[src/rtl/hms_bcd_counter.sv]
// HH:MM:SS time base: a prescaler produces one tick per second, and the tick
// drives six cascaded BCD digits. Manual minute/hour increments are also supported.
module hms_bcd_counter #(
  parameter int TICK_CNTMAX = 49_999_999
) (
  input  logic        clk_50M,
  input  logic        rst_n,
  input  logic        run,
  input  logic        clr,
  input  logic        inc_min,
  input  logic        inc_hour,
  output logic [23:0] digits,
  output logic        sec_tick,
  output logic        carry_day
);

  localparam int PW = (TICK_CNTMAX > 0) ? $clog2(TICK_CNTMAX + 1) : 1;
  localparam logic [PW-1:0] CNT_LAST = PW'(TICK_CNTMAX);

  logic [PW-1:0] presc_reg, presc_next;
  logic [3:0]    h10_reg, h1_reg, m10_reg, m1_reg, s10_reg, s1_reg;
  logic [3:0]    h10_next, h1_next, m10_next, m1_next, s10_next, s1_next;
  logic          sec_tick_reg, sec_tick_next;
  logic          carry_day_reg, carry_day_next;

  logic tick, manual, s_wrap, m_wrap, h_wrap;
  logic sec_carry, min_step, hour_step;

  always_comb begin
    presc_next     = presc_reg;
    h10_next       = h10_reg;
    h1_next        = h1_reg;
    m10_next       = m10_reg;
    m1_next        = m1_reg;
    s10_next       = s10_reg;
    s1_next        = s1_reg;
    sec_tick_next  = 1'b0;
    carry_day_next = 1'b0;

    tick   = run && (presc_reg == CNT_LAST);
    manual = inc_min || inc_hour;
    s_wrap = (s10_reg == 4'd5) && (s1_reg == 4'd9);
    m_wrap = (m10_reg == 4'd5) && (m1_reg == 4'd9);
    h_wrap = (h10_reg == 4'd2) && (h1_reg == 4'd3);

    // A seconds carry is dropped whenever a manual increment is applied in
    // the same cycle, so minutes/hours only see the operator's request.
    sec_carry = tick && s_wrap;
    min_step  = inc_min || (sec_carry && !manual);
    hour_step = inc_hour || (sec_carry && !manual && m_wrap);

    if (run) begin
      presc_next = tick ? '0 : presc_reg + 1'b1;
    end

    if (tick) begin
      if (s1_reg == 4'd9) begin
        s1_next  = 4'd0;
        s10_next = s_wrap ? 4'd0 : s10_reg + 4'd1;
      end else begin
        s1_next = s1_reg + 4'd1;
      end
    end

    if (min_step) begin
      if (m1_reg == 4'd9) begin
        m1_next  = 4'd0;
        m10_next = m_wrap ? 4'd0 : m10_reg + 4'd1;
      end else begin
        m1_next = m1_reg + 4'd1;
      end
    end

    if (hour_step) begin
      if (h_wrap) begin
        h10_next = 4'd0;
        h1_next  = 4'd0;
      end else if (h1_reg == 4'd9) begin
        h1_next  = 4'd0;
        h10_next = h10_reg + 4'd1;
      end else begin
        h1_next = h1_reg + 4'd1;
      end
    end

    sec_tick_next  = tick;
    carry_day_next = sec_carry && !manual && m_wrap && h_wrap;

    if (clr) begin
      presc_next     = '0;
      h10_next       = 4'd0;
      h1_next        = 4'd0;
      m10_next       = 4'd0;
      m1_next        = 4'd0;
      s10_next       = 4'd0;
      s1_next        = 4'd0;
      sec_tick_next  = 1'b0;
      carry_day_next = 1'b0;
    end
  end

  always_ff @(posedge clk_50M or negedge rst_n) begin
    if (!rst_n) begin
      presc_reg     <= '0;
      h10_reg       <= 4'd0;
      h1_reg        <= 4'd0;
      m10_reg       <= 4'd0;
      m1_reg        <= 4'd0;
      s10_reg       <= 4'd0;
      s1_reg        <= 4'd0;
      sec_tick_reg  <= 1'b0;
      carry_day_reg <= 1'b0;
    end else begin
      presc_reg     <= presc_next;
      h10_reg       <= h10_next;
      h1_reg        <= h1_next;
      m10_reg       <= m10_next;
      m1_reg        <= m1_next;
      s10_reg       <= s10_next;
      s1_reg        <= s1_next;
      sec_tick_reg  <= sec_tick_next;
      carry_day_reg <= carry_day_next;
    end
  end

  assign digits    = {h10_reg, h1_reg, m10_reg, m1_reg, s10_reg, s1_reg};
  assign sec_tick  = sec_tick_reg;
  assign carry_day = carry_day_reg;

endmodule

[config.mk]
export PLATFORM = sky130hd
export DESIGN_NAME = hms_bcd_counter
export DESIGN_NICKNAME = d
export VERILOG_FILES = /design/src/rtl/hms_bcd_counter.sv
export SDC_FILE = /design/constraint.sdc
export NUM_CORES = 1
export LEC_CHECK = 0
export ABC_AREA = 1
export BUFFER_PORTS_ARGS = -buffer_cell sky130_fd_sc_hd__buf_2
export CAP_MARGIN = 20
export CORE_MARGIN = 1.5
export CORE_UTILIZATION = 28
export CTS_CLUSTER_DIAMETER = 200
export DETAILED_ROUTE_END_ITERATION = 10
export GPL_TIMING_DRIVEN = 0
export MAX_ROUTING_LAYER = met4
export RECOVER_POWER = 25
export SLEW_MARGIN = 20
export SYNTH_ARGS = -nofsm -noshare
export SYNTH_HDL_FRONTEND = slang
export SYNTH_SLANG_ARGS = --single-unit
[constraint.sdc]
create_clock -name clk_50M -period 2.8 [get_ports clk_50M]
set_input_delay 0.14 -clock clk_50M [delete_from_list [all_inputs] [get_ports clk_50M]]
set_output_delay 0.14 -clock clk_50M [all_outputs]
set_load 0.03 [all_outputs]
==> parameters.txt <==
Parameter                              Value

Finish
  Area Overhead vs Synth    14.8%
  Post-route cell area    0.00373 mm²
  Commonest non-fill, non-tap cells in the layout    sky130_fd_sc_hd__nand2_1, sky130_fd_sc_hd__nor2_1, sky130_fd_sc_hd__dfrtp_1
  Largest register FFs    26
  Post-layout utilization of the core    32.8%
  Number of antenna diodes    0
  Most frequent standard cell in the layout excluding fill and tap cells    sky130_fd_sc_hd__nand2_1
  Fraction of layout cells with a size suffix above 1    13.9%
  Number of nets in the finished design    500

Synthesis
  Syn Nets    462
  Area contributors post-synth    sky130_fd_sc_hd__dfrtp_1, sky130_fd_sc_hd__nand2_1, sky130_fd_sc_hd__nor2_1, sky130_fd_sc_hd__inv_1, sky130_fd_sc_hd__nand3_1
  Number of synthesized register bits    52
  Largest area contributor in the synthesized netlist    sky130_fd_sc_hd__dfrtp_1
  Distinct cells, synth    34
  Number of instances in the synthesized netlist    443
  Netlist area before placement    0.00325 mm²
  Async set-or-reset flop fraction in the synthesized netlist    100%
  Main flop type after synthesis    sky130_fd_sc_hd__dfrtp_1
  Portion of the post-synthesis area used by sequential elements    40.1%
  Count of flip-flops with a built-in enable after synthesis    0
  Proportion of netlist area held by the largest area contributor    40.1%
  Average footprint of a synthesized cell    7.33 µm²
  Count of synthesis-stage warnings from yosys    0

Timing
  Worst-Margin Slew    1.33 ns
  Skew final    0.00688 ns
  RSZ-0062 raised after global routing    no
  Fin crit period    1.86 ns
  Highest achievable clock rate    0.536 GHz
  Final Cycle Share    66.6%
  Count of pins over their slew limit    0
  Final setup violation count    0
  Count of final hold-check violations    0
  Max-Slew Margin vs Limit    11.1%
  Min Hold Slack    0.159 ns
  Fin Setup TNS    0 ns

Setup path
  WP data required    2.98 ns
  Start-to-end type of the worst setup path    reg -> reg
  Arrival time of the worst setup path    2.05 ns
  Slowest library cell on the worst path    sky130_fd_sc_hd__dfrtp_1
  Startpoint Class    flip-flop
  Number of buffer and inverter stages on the critical path    1
  Endpoint type of the worst setup path    flip-flop
  Largest delay share family, worst path    simple AND/OR/NAND/NOR gates
  Critical-path cell list    inv_1 -> ha_1 -> nand2_1 -> nor2_1 -> nand3_1 -> nor2_1 -> nand2_1 -> nand2_4 -> nand2_4 -> nand2_1 -> o21ai_2
  Maximum fanout count along the critical path    9
  Stage delay of the slowest cell on the critical path    0.41 ns
  Most frequent cell on the critical path    sky130_fd_sc_hd__nand2_1

Clock network
  Depth of the CTS H-tree    2
  Count of buffers added by post-CTS timing repair for setup    0
  CTS Buf Count    5
  TritonCTS clock tree    yes
  Post-CTS clock slew at the launch and capture registers of the worst setup and hold paths    0.07 ns
  Number of hold buffers added after cts    1
  Total number of clock tree sinks    52
  Number of resized instances in the post-cts repair step    0
  Clock tree root buffer cell    sky130_fd_sc_hd__clkbuf_16
  Worst-Skew Late Latency    0.29 ns
  Number of buffers on the longest clock path    2

Floorplan
  Die Outline Area    0.0123 mm²
  Initial Util    28.6%
  Width of the die    111 µm
  Count of standard-cell rows    39
  Top-level port count    32
  Core Region    0.0114 mm²
  Die outline height    111 µm

GRT
  Number of antenna violations at the first check in global routing    0
  First-pass GRT wire length    13.6 mm
  Combined global-route utilization of all metal layers    13.7%
  Vias in the first global route    2853
  Sum of overflow across all layers after global routing    0
  Largest net degree at the start of global routing    53

Place
  Final Wtd Congestion    0.906
  Instance area at placement    0.00358 mm²
  Post-DP HPWL    5.83 mm
  Number of buffers added on ports    30

Pwr
  Clock power share    35.4%
  Power dissipated by switching net loads    543 µW
  Worst ir drop on vdd    0.000297 V
  Logic pwr share    16.4%
  Share of power burned in registers    48.2%
  Leakage    0.00180 µW
  Internal power consumption    1220 µW
  Total power density per cell area    473 mW/mm²
  Switching Share    30.8%

Drt
  Detail Route Antenna Nets    0
  TritonRoute pass-1 iters    4
  Ratio of routed vias to standard cells    4.66
  Average detailed-routed wire length per instance    12.6 µm
  Count of unresolved DRC violations after routing    0
  Drt first-iter violations    216
  WL final    7.85 mm
  Total via count after detailed routing    2910

Run status
  Outcome    complete, no violations

Min path
  Worst hold-check path type    in -> reg

Flow run
  Max-cap violations    0
-- worst min-delay path: cells and delay by family --
kind	cells	cell delay, ns
buffers and inverters	1	0.13
AND/OR/NAND/NOR	2	0.15
-- power by group through the flow --
stage	combinational, µW	sequential, µW	clock (µW)
2_1_floorplan	141	915	0
3_3_place_gp	283	863	0
3_5_place_dp	294	864	0
4_1_cts	296	850	640
5_1_grt	329	859	664
6_report	290	850	625
-- path summary, 6_finish.rpt --
kind	slack [ns]	endpoint	startpoint	cells after the start
min in group asynchronous	0.69	presc_reg[25]	rst_n	2
worst min-delay path	0.16	carry_day	clr	3
worst min register to register	0.52	m10_reg[3]	m10_reg[3]	2
worst max register to register	0.94	m10_reg[0]	s1_reg[1]	11
max in group asynchronous	1.30	presc_reg[4]	rst_n	2
worst max-delay path	0.94	m10_reg[0]	s1_reg[1]	11
-- stage by stage --
step	setup WS (ns)	instances	total power (µW)
4_1_cts	0.923	625	1790
3_3_place_gp	0.986	616	1150
3_5_place_dp	0.937	616	1160
6_report	0.935	625	1760
2_1_floorplan	1.00	443	1060
5_1_grt	0.742	625	1850
-- cell usage after synthesis (2+ instances only) --
master	n
sky130_fd_sc_hd__ha_1	13
sky130_fd_sc_hd__inv_2	3
sky130_fd_sc_hd__inv_1	51
sky130_fd_sc_hd__nand4_1	11
sky130_fd_sc_hd__buf_6	3
sky130_fd_sc_hd__xor2_1	8
sky130_fd_sc_hd__nand2_1	110
sky130_fd_sc_hd__a21oi_1	12
sky130_fd_sc_hd__or2_2	3
sky130_fd_sc_hd__nor3_1	20
sky130_fd_sc_hd__buf_2	2
sky130_fd_sc_hd__o21ai_0	14
sky130_fd_sc_hd__nor2_1	68
sky130_fd_sc_hd__nand2_2	4
sky130_fd_sc_hd__xnor2_1	5
sky130_fd_sc_hd__dfrtp_1	52
sky130_fd_sc_hd__nand3_2	3
sky130_fd_sc_hd__o21ai_2	4
sky130_fd_sc_hd__nand3_1	38
sky130_fd_sc_hd__nor2_4	3
sky130_fd_sc_hd__nand2_4	3
-- routing by layer --
| layer | wire (µm) | global-route usage (%) | up-vias |
|---|---|---|---|
| met5 | 0 | - | - |
| met4 | 71 | 3.33 | 0 |
| met3 | 384 | 2.30 | 6 |
| met2 | 3720 | 22.4 | 62 |
| met1 | 3670 | 17.8 | 1358 |
| li1 | - | - | 1484 |
-- area by class of cell --
class	instances	area, µm²
repair buffers	31	158
flip-flops and latches	52	1300
clock inverters	2	16.3
clock buffers	6	129
multi-input cells	329	1680
inverters	55	206
plain buffers	7	56.3
well taps	143	179
fillers	1214	7640
-- logic make-up after synthesis --
logic type | synth area share (%)
XOR/XNOR | 3.51
buffers and inverters | 8.09
adder cells (fa/ha/maj) | 5.01
AO/OA/AOI/OAI | 5.97
flip-flops | 40.1
AND/OR/NAND/NOR | 37.3
(Power assumes the default switching activity.)
